==> config.mk <==
export PLATFORM = sky130hd
export DESIGN_NAME = reg_decr_nstage_valrdy
export DESIGN_NICKNAME = d
export VERILOG_FILES = /design/src/rtl/reg_decr_nstage_valrdy.sv
export SDC_FILE = /design/constraint.sdc
export NUM_CORES = 1
export LEC_CHECK = 0
export CAP_MARGIN = 20
export CELL_PAD_IN_SITES_DETAIL_PLACEMENT = 1
export CELL_PAD_IN_SITES_GLOBAL_PLACEMENT = 1
export CORE_MARGIN = 3
export CORE_UTILIZATION = 40
export CTS_CLUSTER_SIZE = 28
export DETAILED_ROUTE_END_ITERATION = 6
export DONT_BUFFER_PORTS = 1
export GPL_TIMING_DRIVEN = 0
export PLACE_DENSITY_LB_ADDON = 0.08
export SYNTH_ARGS = -nofsm -noshare
export SYNTH_HDL_FRONTEND = slang
export SYNTH_SLANG_ARGS = --single-unit
==> constraint.sdc <==
create_clock -name clk -period 1.8 [get_ports clk]
set_input_delay 0.18 -clock clk [delete_from_list [all_inputs] [get_ports clk]]
set_output_delay 0.18 -clock clk [all_outputs]
set_load 0.005 [all_outputs]
==> src/rtl/reg_decr_nstage_valrdy.sv <==
// reg_decr_nstage_valrdy: elastic val/rdy pipeline decrementing by one per stage; REG_DECR_NSTAGE_SAT_EN selects saturating decrement
module reg_decr_nstage_valrdy #(
  parameter int p_nstages = 2
) (
  input  logic       clk,
  input  logic       reset,
  input  logic       in_val,
  output logic       in_rdy,
  input  logic [7:0] in_msg,
  output logic       out_val,
  input  logic       out_rdy,
  output logic [7:0] out_msg,
  output logic [3:0] occupancy
);
  logic [p_nstages-1:0]      val_q, val_d;
  logic [p_nstages-1:0][7:0] dat_q, dat_d;
  logic [p_nstages:0]        rdy;
  logic [3:0]                occ_q, occ_d;
  logic                      in_xfer;
  function automatic logic [7:0] dec(input logic [7:0] x);
`ifdef REG_DECR_NSTAGE_SAT_EN
    return x == 8'h00 ? 8'h00 : x - 8'd1;
`else
    return x - 8'd1;
`endif
  endfunction
  always_comb begin
    rdy = '0;
    rdy[p_nstages] = out_rdy;
    for (int k = p_nstages - 1; k >= 0; k--) rdy[k] = !val_q[k] || rdy[k+1];
    in_rdy = !reset && rdy[0];
    in_xfer = in_val && in_rdy;
    val_d = '0;
    dat_d = '0;
    val_d[0] = in_xfer || (val_q[0] && !rdy[1]);
    dat_d[0] = in_xfer ? dec(in_msg) : dat_q[0];
    for (int k = 1; k < p_nstages; k++) begin
      val_d[k] = (val_q[k-1] && rdy[k]) || (val_q[k] && !rdy[k+1]);
      dat_d[k] = (val_q[k-1] && rdy[k]) ? dec(dat_q[k-1]) : dat_q[k];
    end
    occ_d = '0;
    for (int k = 0; k < p_nstages; k++) occ_d = occ_d + 4'(val_d[k]);
  end
  always_ff @(posedge clk) begin
    if (reset) begin
      val_q <= '0;
      dat_q <= '0;
      occ_q <= '0;
    end else begin
      val_q <= val_d;
      dat_q <= dat_d;
      occ_q <= occ_d;
    end
  end
  assign out_val   = val_q[p_nstages-1];
  assign out_msg   = dat_q[p_nstages-1];
  assign occupancy = occ_q;
endmodule

Yosys cells after proc, flatten, opt, wreduce, memory -nomap -nowiden:

Index checks and enable logic that the tools add are counted.

* memories: 0
* input bits: 12
* output and inout bits: 14
* bits in registers: 22
* memory bits (writable): 0
* ROM bits: 0
* bits in latches: 0

* $add $sub $neg: 3
* shift operators: 0
* divide/modulo/power cells: 0
* bitwise gates (word level): 0
* reductions and logical operators: 14
* multipliers: 0
* muxes and demuxes: 0
* equal/unequal tests: 0
* magnitude comparators: 0

Operator list (number)
* $sub 8x1->8 const B: 2
* $logic_and 1x1->1: 5
* $logic_not 1->1: 5
* $logic_or 1x1->1: 4
* $add 1x1->2: 1

Longest topological paths before layout:

Gate-level depths: netlist of the first run.

* word-level depth: 7
* gate-level depth with buffers: 5
* gate-level depth less buffers: 5

Worst setup path before layout of the first run:

No wires, ideal clock.

* kind: register -> register
* start point: reg dat_q[4] in the netlist's numbering
* end point: reg dat_q (netlist bit out_msg[7])
* path slack: 0.289 ns
* library setup time: 0.091 ns
* stages on the path, launching flop included: 4
* data arrival time: 1.420 ns
* clock period less this slack: 1.511 ns
* cell sequence: dfxtp_1 -> or4_4 -> or3_1 -> a311oi_1

* cells in the longest elaborated chain, start to end: 1

Ends and longest elaborated chain
* start: declaration: RTL line 16 `logic [p_nstages-1:0][7:0] dat_q, dat_d;`
* start signal: assignment: RTL line 51 `dat_q <= dat_d;`
* $sub 8x1->8: RTL line 24 `return x - 8'd1;`

No other way between the ends.
A chain may end at the register's enable or synchronous reset.

Worst setup path after layout of the first run:

* start point: reg dat_q[0] in the netlist's numbering
* end point: reg dat_q (netlist bit out_msg[5])

The elaborated chain is that of the path after synthesis.

==> impl_metrics.ini, run 1 <==
[yosys]
synth.largest_area_cell = dfxtp_1
ys_seq_area_share_pct = 37.38
avgSynthCellArea_um2 = 8.779
yosys_most_used_dff = dfxtp_1
synth_warnings = 0
synth_seq_cells = 20
synth_cell_types = 29
syn_area_mm2 = 0.001071
ys_top_cells_by_area = dfxtp_1, buf_4, a21oi_1
synthCells = 122
synth_edf_count = 0
synth_top_area_share_pct = 37.38
synth-async-reset-ratio_pct = 0

[sta]
fin_ws_ps = 179.1
hold_viol = 0
timing.setup.tns_ps = 0
finalClockSkew_ps = 2.234
fmax_mhz = 616.9
fin_crit_sh_pct = 90.05
setup_viol = 0
drv_slew = 0
rsz0062_at_grt = no
fin_hold_ws_ps = 43.37
period_needed_ps = 1621

[global_route]
grt_pass1_vias = 861
grt_usage_pct = 14.65
grt_pass1_wl_um = 3857
antenna_found_initial = 0
grt_max_degree = 11
gr-total-overflow = 0

[worst_setup_path]
critPathTopFamily = simple AND/OR/NAND/NOR gates
setup.worst_path.class = flip-flop to flip-flop
crit_buf_inv = 0
worstPathMaxFanout = 6
critPathCaptureType = flip-flop
worst_ep_arrival_time_ps = 1830
crit_chain = or4_1 -> or3_1 -> a311oi_1
cp-start-kind = flip-flop
slowest_delay_ps = 580
critPathSlowestCell = or4_1
required_ps = 2010

[route]
drt-initial-drc-count = 13
firstDrtPassIters = 4
wl_per_cell_um = 14.61
vias = 856
post-route-drc-count = 0
routed_wl_um = 2309
ant_nets = 0
vias_per_cell = 5.418

[cts]
cts_made_buffers = 3
clk-insertion-delay-late_ps = 290
clkTransAtPathRegs_ps = 110
cts.path.max_buffers = 2
cts.sinks = 20
clock-root-buffer = clkbuf_4
h-tree-depth = 1
tritoncts = done
post_cts_buffers = 0

[power_and_ir_drop]
p_seq_share_pct = 56.7
power_w = 0.0008962
p_leak_nw = 0.4496
power_frac_clock_pct = 23.8
power_density_mw_per_mm2 = 776.0
swShare_pct = 27.51
p_int_w = 0.0006496
power.switching_w = 0.0002466
irDropWorstVdd_mv = 0.3556
p_comb_share_pct = 19.5

[placement]
dpl_cell_area_mm2 = 0.001112
gp_congestion = 0.7353
pre_cts_ws_ps = 200.5
io_buffers = 0
dp.final_hpwl_um = 1761

[floorplanning]
die_y_um = 57.75
die_x_um = 57.75
coreArea_mm2 = 0.002522
dieArea_mm2 = 0.003334
start_util_pct = 42.46
fp-row-count = 18
io_pins = 26

[finish]
drive_gt1_share_pct = 14.84
nets = 145
final_common_cell = dfxtp_1
final_cell_mix = dfxtp_1, buf_4, a21oi_1
antenna_cells = 0
fin_area_mm2 = 0.001155
area_growth_pct = 7.827

[flow_run]
cap_viol_max_count = 0

[status]
status = complete, no violations

[hold_path]
min_path_type = input pin to flip-flop
-- synth_stat cells (2+ instances only) --
library cell / number
clkbuf_1: 4
or3_1: 8
buf_4: 14
a21oi_1: 14
nor2b_1: 8
a311oi_1: 5
inv_1: 5
a211oi_1: 6
ha_1: 3
dfxtp_1: 20
and2_1: 2
o31ai_1: 2
or4_1: 2
xnor2_1: 2
a31oi_1: 3
o21ai_0: 5
nand2b_1: 5
nor2_1: 3
-- power by group through the flow --
| stage | Combinational, W | Sequential (W) | Clock [W] |
|---|---|---|---|
| after detailed placement | 0.000173 | 0.000518 | 0 |
| after floorplan | 0.000146 | 0.000508 | 0 |
| after global placement | 0.000168 | 0.000515 | 0 |
| after CTS | 0.000177 | 0.000508 | 0.000217 |
| after global routing | 0.000197 | 0.000514 | 0.000232 |
| final | 0.000175 | 0.000508 | 0.000213 |
-- kinds of logic after synthesis --
group           Yosys count  share of synthesized area, %
mux                       1                        0.9346
other cells               1                        0.3501
simple gates             33                         19.74
flops                    20                         37.38
xor+xnor                  3                         2.454
fa+ha+maj                 3                         3.505
compound gates           38                         22.66
buf+inv                  23                         12.97
-- sequential cells by signal, indices dropped and copies added (netlist names) --
register   cells
dat_q          8
occupancy      2
out_msg        8
val_q          2
-- path summary, 6_finish.rpt --
check,start,endpoint,slack [ps],cells past startpoint
hold / removal,in_msg[7],dat_q[7],40,2
setup / recovery,dat_q[0],out_msg[5],180,3
setup reg to reg,dat_q[0],out_msg[5],180,3
hold reg to reg,out_msg[4],out_msg[4],530,2
-- metal layers --
layer	GRT usage [%]	wire length (um)	up-vias	share of wire [%]
met5	0	0	-	0
met4	5.960	36	0	1.6
met3	1.559	117	4	5.1
met2	25.16	1077	23	47
met1	18.63	1078	390	47
li1	-	-	439	-
-- what timing repair did --
action                                 4_1_cts  5_1_grt
hold buffers                                 2        0
endpoints found under the hold margin        2        0
gates resized for setup                      0        0
-- per-stage QoR --
step,std cells,util [%]
floorplan,123,-
global placement,153,44.10
detailed placement,153,44.10
CTS,158,45.78
global route,158,45.78
finish,158,45.78
-- worst reg2reg max path, cell delays in order (launching register included) --
cell	delay [ps]
dfxtp_1	390
or4_1	580
or3_1	320
a311oi_1	250
-- layout make-up --
cell class,instances,area (um^2)
Sequential cell,20,400.4
Buffer,18,120.1
Tap cell,30,37.54
Fill cell,305,1368
Timing Repair Buffer,2,20.02
Multi-Input combinational cell,80,535.5
Clock buffer,3,22.52
Inverter,5,18.77
Note: power is estimated with default switching activity, not from simulation.
==> inputs of run 2 (changes only) <==
--- a/config.mk
+++ b/config.mk
@@ -5,9 +5,10 @@
 export SDC_FILE = /design/constraint.sdc
 export NUM_CORES = 1
 export LEC_CHECK = 0
-export CAP_MARGIN = 20
+export ABC_CLOCK_PERIOD_IN_PS = 1800
 export CELL_PAD_IN_SITES_DETAIL_PLACEMENT = 1
 export CELL_PAD_IN_SITES_GLOBAL_PLACEMENT = 1
+export CORE_ASPECT_RATIO = 1.2
 export CORE_MARGIN = 3
 export CORE_UTILIZATION = 40
 export CTS_CLUSTER_SIZE = 28
==> run 2 against run 1 <==
Net effect: clock power is 24% higher; clock skew is 1.0 ps lower; non-clock buffer count stayed put; sequential share of layout area is 0.44 points lower; setup slack better by 5.0 ps; via count is 0.23% higher; count of clock-buffer cells in the layout is 1 higher; wire length is 3.6% lower; first-iteration DRC count is 31% lower; combinational power hardly changed; critical path depth stayed put; sequential cell count stayed put; critical path type unchanged; largest cell class unchanged; largest power group unchanged.
==> impl_metrics.ini, run 2 (synthesis results as in run 1) <==
[global_route]
grt_max_degree = 12
grtUsageMet2_pct = 24.39
grt.busiest_layer = met2
grt_pass1_vias = 906
grt_usage_pct = 16.05
met3_usage_pct = 3.819
antenna_found_initial = 0
met1_usage_pct = 19.83
grt_pass1_wl_um = 4002
gr-total-overflow = 0

[power_and_ir_drop]
p_int_w = 0.0006956
p_comb_share_pct = 18.5
power_w = 0.0009452
swShare_pct = 26.41
power_density_mw_per_mm2 = 808.0
power_frac_clock_pct = 27.9
power.switching_w = 0.0002497
p_leak_nw = 0.4568
irDropWorstVdd_mv = 0.3192
p_seq_share_pct = 53.5

[worst_setup_path]
critPathSlowestCell = or4_4
cp-start-kind = flip-flop
crit_buf_inv = 0
worstPathMaxFanout = 5
setup.worst_path.class = flip-flop to flip-flop
crit_chain = or4_4 -> or3_1 -> a311oi_1
critPathCaptureType = flip-flop
required_ps = 2020
critPathTopFamily = simple AND/OR/NAND/NOR gates
worst_ep_arrival_time_ps = 1840
slowest_delay_ps = 550

[route]
firstDrtPassIters = 4
vias = 858
vias_per_cell = 5.363
ant_nets = 0
wl_per_cell_um = 13.92
post-route-drc-count = 0
routed_wl_um = 2227
drt-initial-drc-count = 9

[floorplanning]
start_util_pct = 44.17
die_x_um = 53.24
fp-row-count = 19
io_pins = 26
coreArea_mm2 = 0.002425
dieArea_mm2 = 0.003337
die_y_um = 62.69

[cts]
post_cts_buffers = 0
cts.path.max_buffers = 2
clk-insertion-delay-late_ps = 300
tritoncts = done
clkTransAtPathRegs_ps = 110
cts.sinks = 20
h-tree-depth = 1
clock-root-buffer = clkbuf_4
cts_made_buffers = 3

[sta]
finalClockSkew_ps = 1.206
fmax_mhz = 618.9
hold_viol = 0
setup_viol = 0
rsz0062_at_grt = no
fin_crit_sh_pct = 89.77
timing.setup.tns_ps = 0
drv_slew = 0
period_needed_ps = 1616

[finish]
antenna_cells = 0
area_growth_pct = 9.229
nFillCells = 311
final_cell_mix = dfxtp_1, buf_4, a21oi_1
drive_gt1_share_pct = 15.50
nets = 145
stdcell_count = 160
final_common_cell = dfxtp_1

[placement]
place_inst = 154
gp_congestion = 0.7031
io_buffers = 0
dp.final_hpwl_um = 1762

[hold_path]
min_path_type = input pin to flip-flop

[status]
status = complete, no violations

[flow_run]
cap_viol_max_count = 0
==> run 2: cell types whose count changed in the layout (fill, tap and decap cells not counted), sizes merged <==
cell,previous run,this run
clkbuf,7,8
==> run 2: worst register-to-register path, cell delays in order (launching register included) <==
cell,delay (ps)
dfxtp_1,360
or4_4,550
or3_1,360
a311oi_1,260
==> run 2: layout make-up <==
cell class	count	area [um^2]	share of cell area, %
Tap cell	31	38.79	3.316
Buffer	18	120.1	10.27
Multi-Input combinational cell	80	535.5	45.78
Sequential cell	20	400.4	34.22
Inverter	5	18.77	1.604
Clock buffer	4	36.28	3.102
Timing Repair Buffer	2	20.02	1.711
==> run 2: timing repair <==
item / CTS / global route
gates resized for setup: 0 / 0
setup endpoints to repair: 0 / 0
hold buffers: 2 / 0
endpoints found under the hold margin: 2 / 0
==> run 2: final timing paths <==
check                           slack (ps)    endpoint  depth (start not counted)        from
worst max-delay path                   180  out_msg[7]                          3    dat_q[4]
worst min-delay path                    20    dat_q[7]                          2   in_msg[7]
worst max register to register         180  out_msg[7]                          3    dat_q[4]
worst min register to register         530  out_msg[1]                          2  out_msg[1]
==> run 2: metrics by stage <==
stage	utilization [%]	hold WS, ps	worst slack [ps]	instance area (um^2)
CTS	48.25	11.31	179.7	1170
finish	48.25	23.68	184.1	1170
global placement	45.92	281.9	238.6	1114
global route	48.25	4.478	54.51	1170
floorplan	-	277.2	288.7	1075
detailed placement	45.92	292.6	203.5	1114
==> run 2: routing by layer <==
layer  vias up  share of wire [%]
li1        437                  -
met1       394                 44
met2        23                 48
met3         4                5.0
met4         0                2.3
met5         -                  0
==> run 2: power by group through the flow <==
| stage | combinational, W | sequential, W | clock [W] |
|---|---|---|---|
| after detailed placement | 0.000174 | 0.000517 | 0 |
| after floorplan | 0.000146 | 0.000508 | 0 |
| after CTS | 0.000178 | 0.000507 | 0.000276 |
| after global placement | 0.000167 | 0.000515 | 0 |
| after global routing | 0.000202 | 0.000512 | 0.000300 |
| final | 0.000175 | 0.000506 | 0.000264 |
==> inputs of run 3 (changes only) <==
--- a/config.mk
+++ b/config.mk
@@ -14,8 +14,7 @@
 export CTS_CLUSTER_SIZE = 28
 export DETAILED_ROUTE_END_ITERATION = 6
 export DONT_BUFFER_PORTS = 1
-export GPL_TIMING_DRIVEN = 0
-export PLACE_DENSITY_LB_ADDON = 0.08
+export PLACE_DENSITY = 0.79
 export SYNTH_ARGS = -nofsm -noshare
 export SYNTH_HDL_FRONTEND = slang
 export SYNTH_SLANG_ARGS = --single-unit
==> run 3 against run 2 <==
Net effect: fmax fell by 1.3%; count of clock-buffer cells in the layout unchanged; power fell by 2.5%; clock skew rose by 4.5 ps; wire length shrank 0.49%; worst hold slack worse by 2.1 ps; setup slack got worse by 22 ps; die area unchanged; design area shrank 6.8%; critical path type unchanged.
==> impl_metrics.ini, run 3 (synthesis results as in run 1) <==
[placement]
pre_cts_ws_ps = 200.5
io_buffers = 0
dp.final_hpwl_um = 1677
gp_congestion = 0.7799

[sta]
rsz0062_at_grt = no
setup_viol = 0
tightest_slew_ps = 557.5
fin_ws_ps = 162.4
timing.setup.tns_ps = 0
period_needed_ps = 1638
hold_viol = 0
finalClockSkew_ps = 5.704
fmax_mhz = 610.6
drv_slew = 0
fin_crit_sh_pct = 90.98
relSlewSlack_pct = 62.71

[worst_setup_path]
critPathSlowestCell = or4_4
crit_path_start = dat_q[4]
reg2regPathDepth = 3
worstPathMaxFanout = 5
reg2reg_from = dat_q[4]
rrSetupSlack_ps = 160
slowest_delay_ps = 560
r2r_end = out_msg[7]
crit_end = out_msg[7]
setup.worst_path.class = flip-flop to flip-flop
cp-start-kind = flip-flop
critPathCaptureType = flip-flop
crit_chain = or4_4 -> or3_1 -> a311oi_1
required_ps = 2020
worst_ep_arrival_time_ps = 1860

[cts]
clkTransAtPathRegs_ps = 110
post_cts_buffers = 0
tritoncts = done
clock-root-buffer = clkbuf_4
clk-insertion-delay-late_ps = 310
cts_made_buffers = 3
h-tree-depth = 1
cts.sinks = 20
cts.path.max_buffers = 2

[power_and_ir_drop]
p_comb_share_pct = 15.9
p_seq_share_pct = 55.3
p_int_w = 0.0006758
power.switching_w = 0.0002462
power_frac_clock_pct = 28.7
irDropWorstVdd_mv = 0.3606
p_leak_nw = 0.4026
power_density_mw_per_mm2 = 846.1
swShare_pct = 26.70

[global_route]
gr-total-overflow = 0
grt_pass1_wl_um = 3808
grt_pass1_vias = 876
grt_usage_pct = 15.29
antenna_found_initial = 0
grt_max_degree = 16

[route]
drt-initial-drc-count = 14
firstDrtPassIters = 4
post-route-drc-count = 0
ant_nets = 0
routed_wl_um = 2216
vias = 816
vias_per_cell = 5.551
wl_per_cell_um = 15.07

[floorplanning]
fp-row-count = 19
coreArea_mm2 = 0.002425
die_y_um = 62.69
io_pins = 26
start_util_pct = 44.17
dieArea_mm2 = 0.003337
die_x_um = 53.24

[finish]
drive_gt1_share_pct = 8.621
nets = 132
area_growth_pct = 1.753
final_common_cell = dfxtp_1
antenna_cells = 0
final_cell_mix = dfxtp_1, a21oi_1, nor2b_1, or3_1, a211oi_1

[hold_path]
min_path_type = input pin to flip-flop

[status]
status = complete, no violations

[flow_run]
cap_viol_max_count = 0
-- run 3: area by class of cell --
cell class	instances	area, um^2
Fill cell	303	1335
Multi-Input combinational cell	80	535.5
Sequential cell	20	400.4
Timing Repair Buffer	7	60.06
Tap cell	31	38.79
Clock buffer	4	36.28
Inverter	5	18.77
-- run 3: timing repair --
item                                   4_1_cts  5_1_grt
resized for setup                            0        0
endpoints found under the hold margin       15        0
hold buffers                                 3        0
-- run 3: metrics by stage --
| stage | area [um^2] | cells | util (%) | hold WS [ps] | power [W] |
|---|---|---|---|---|---|
| 6_report | 1090 | 147 | 44.94 | 21.58 | 0.0009221 |
| 5_1_grt | 1090 | 147 | 44.94 | 13.51 | 0.0009866 |
| 4_1_cts | 1090 | 147 | 44.94 | 9.307 | 0.0009396 |
| 3_5_place_dp | 1023 | 140 | 42.21 | 256.0 | 0.0006583 |
| 3_3_place_gp | 1023 | 140 | 42.21 | 254.2 | 0.0006500 |
| 2_1_floorplan | 1075 | 123 | - | 277.2 | 0.0006538 |
-- run 3: power groups by stage --
stage                     clock (W)  combinational [W]  sequential (W)
after floorplan                   0           0.000146        0.000508
after global placement            0           0.000132        0.000518
after detailed placement          0           0.000138        0.000520
after CTS                  0.000280           0.000149        0.000511
after global routing       0.000301           0.000169        0.000516
final                      0.000265           0.000147        0.000510
-- run 3: worst min path at each step --
stage | from | cells after the start | to | slack (ps)
3_3_place_gp | reset | 1 | val_q[1] | 250
3_5_place_dp | reset | 1 | occupancy[1] | 260
6_report | in_msg[7] | 2 | dat_q[7] | 20
4_1_cts | in_msg[7] | 2 | dat_q[7] | 9
2_1_floorplan | in_msg[0] | 1 | dat_q[0] | 280
5_1_grt | in_msg[6] | 2 | dat_q[6] | 10
-- run 3: per-layer routing --
layer  GRT usage [%]  wire length [um]  up-vias
li1                -                 -      417
met1           17.47               972      372
met2           25.00              1066       22
met3           3.580               126        5
met4           8.626                51        0
met5               0                 0        -
-- run 3: worst max-delay path: cells and delay by family, from the launching register on --
kind	cells	cell delay, ps
simple gates	2	930
flops	1	380
compound gates	1	240
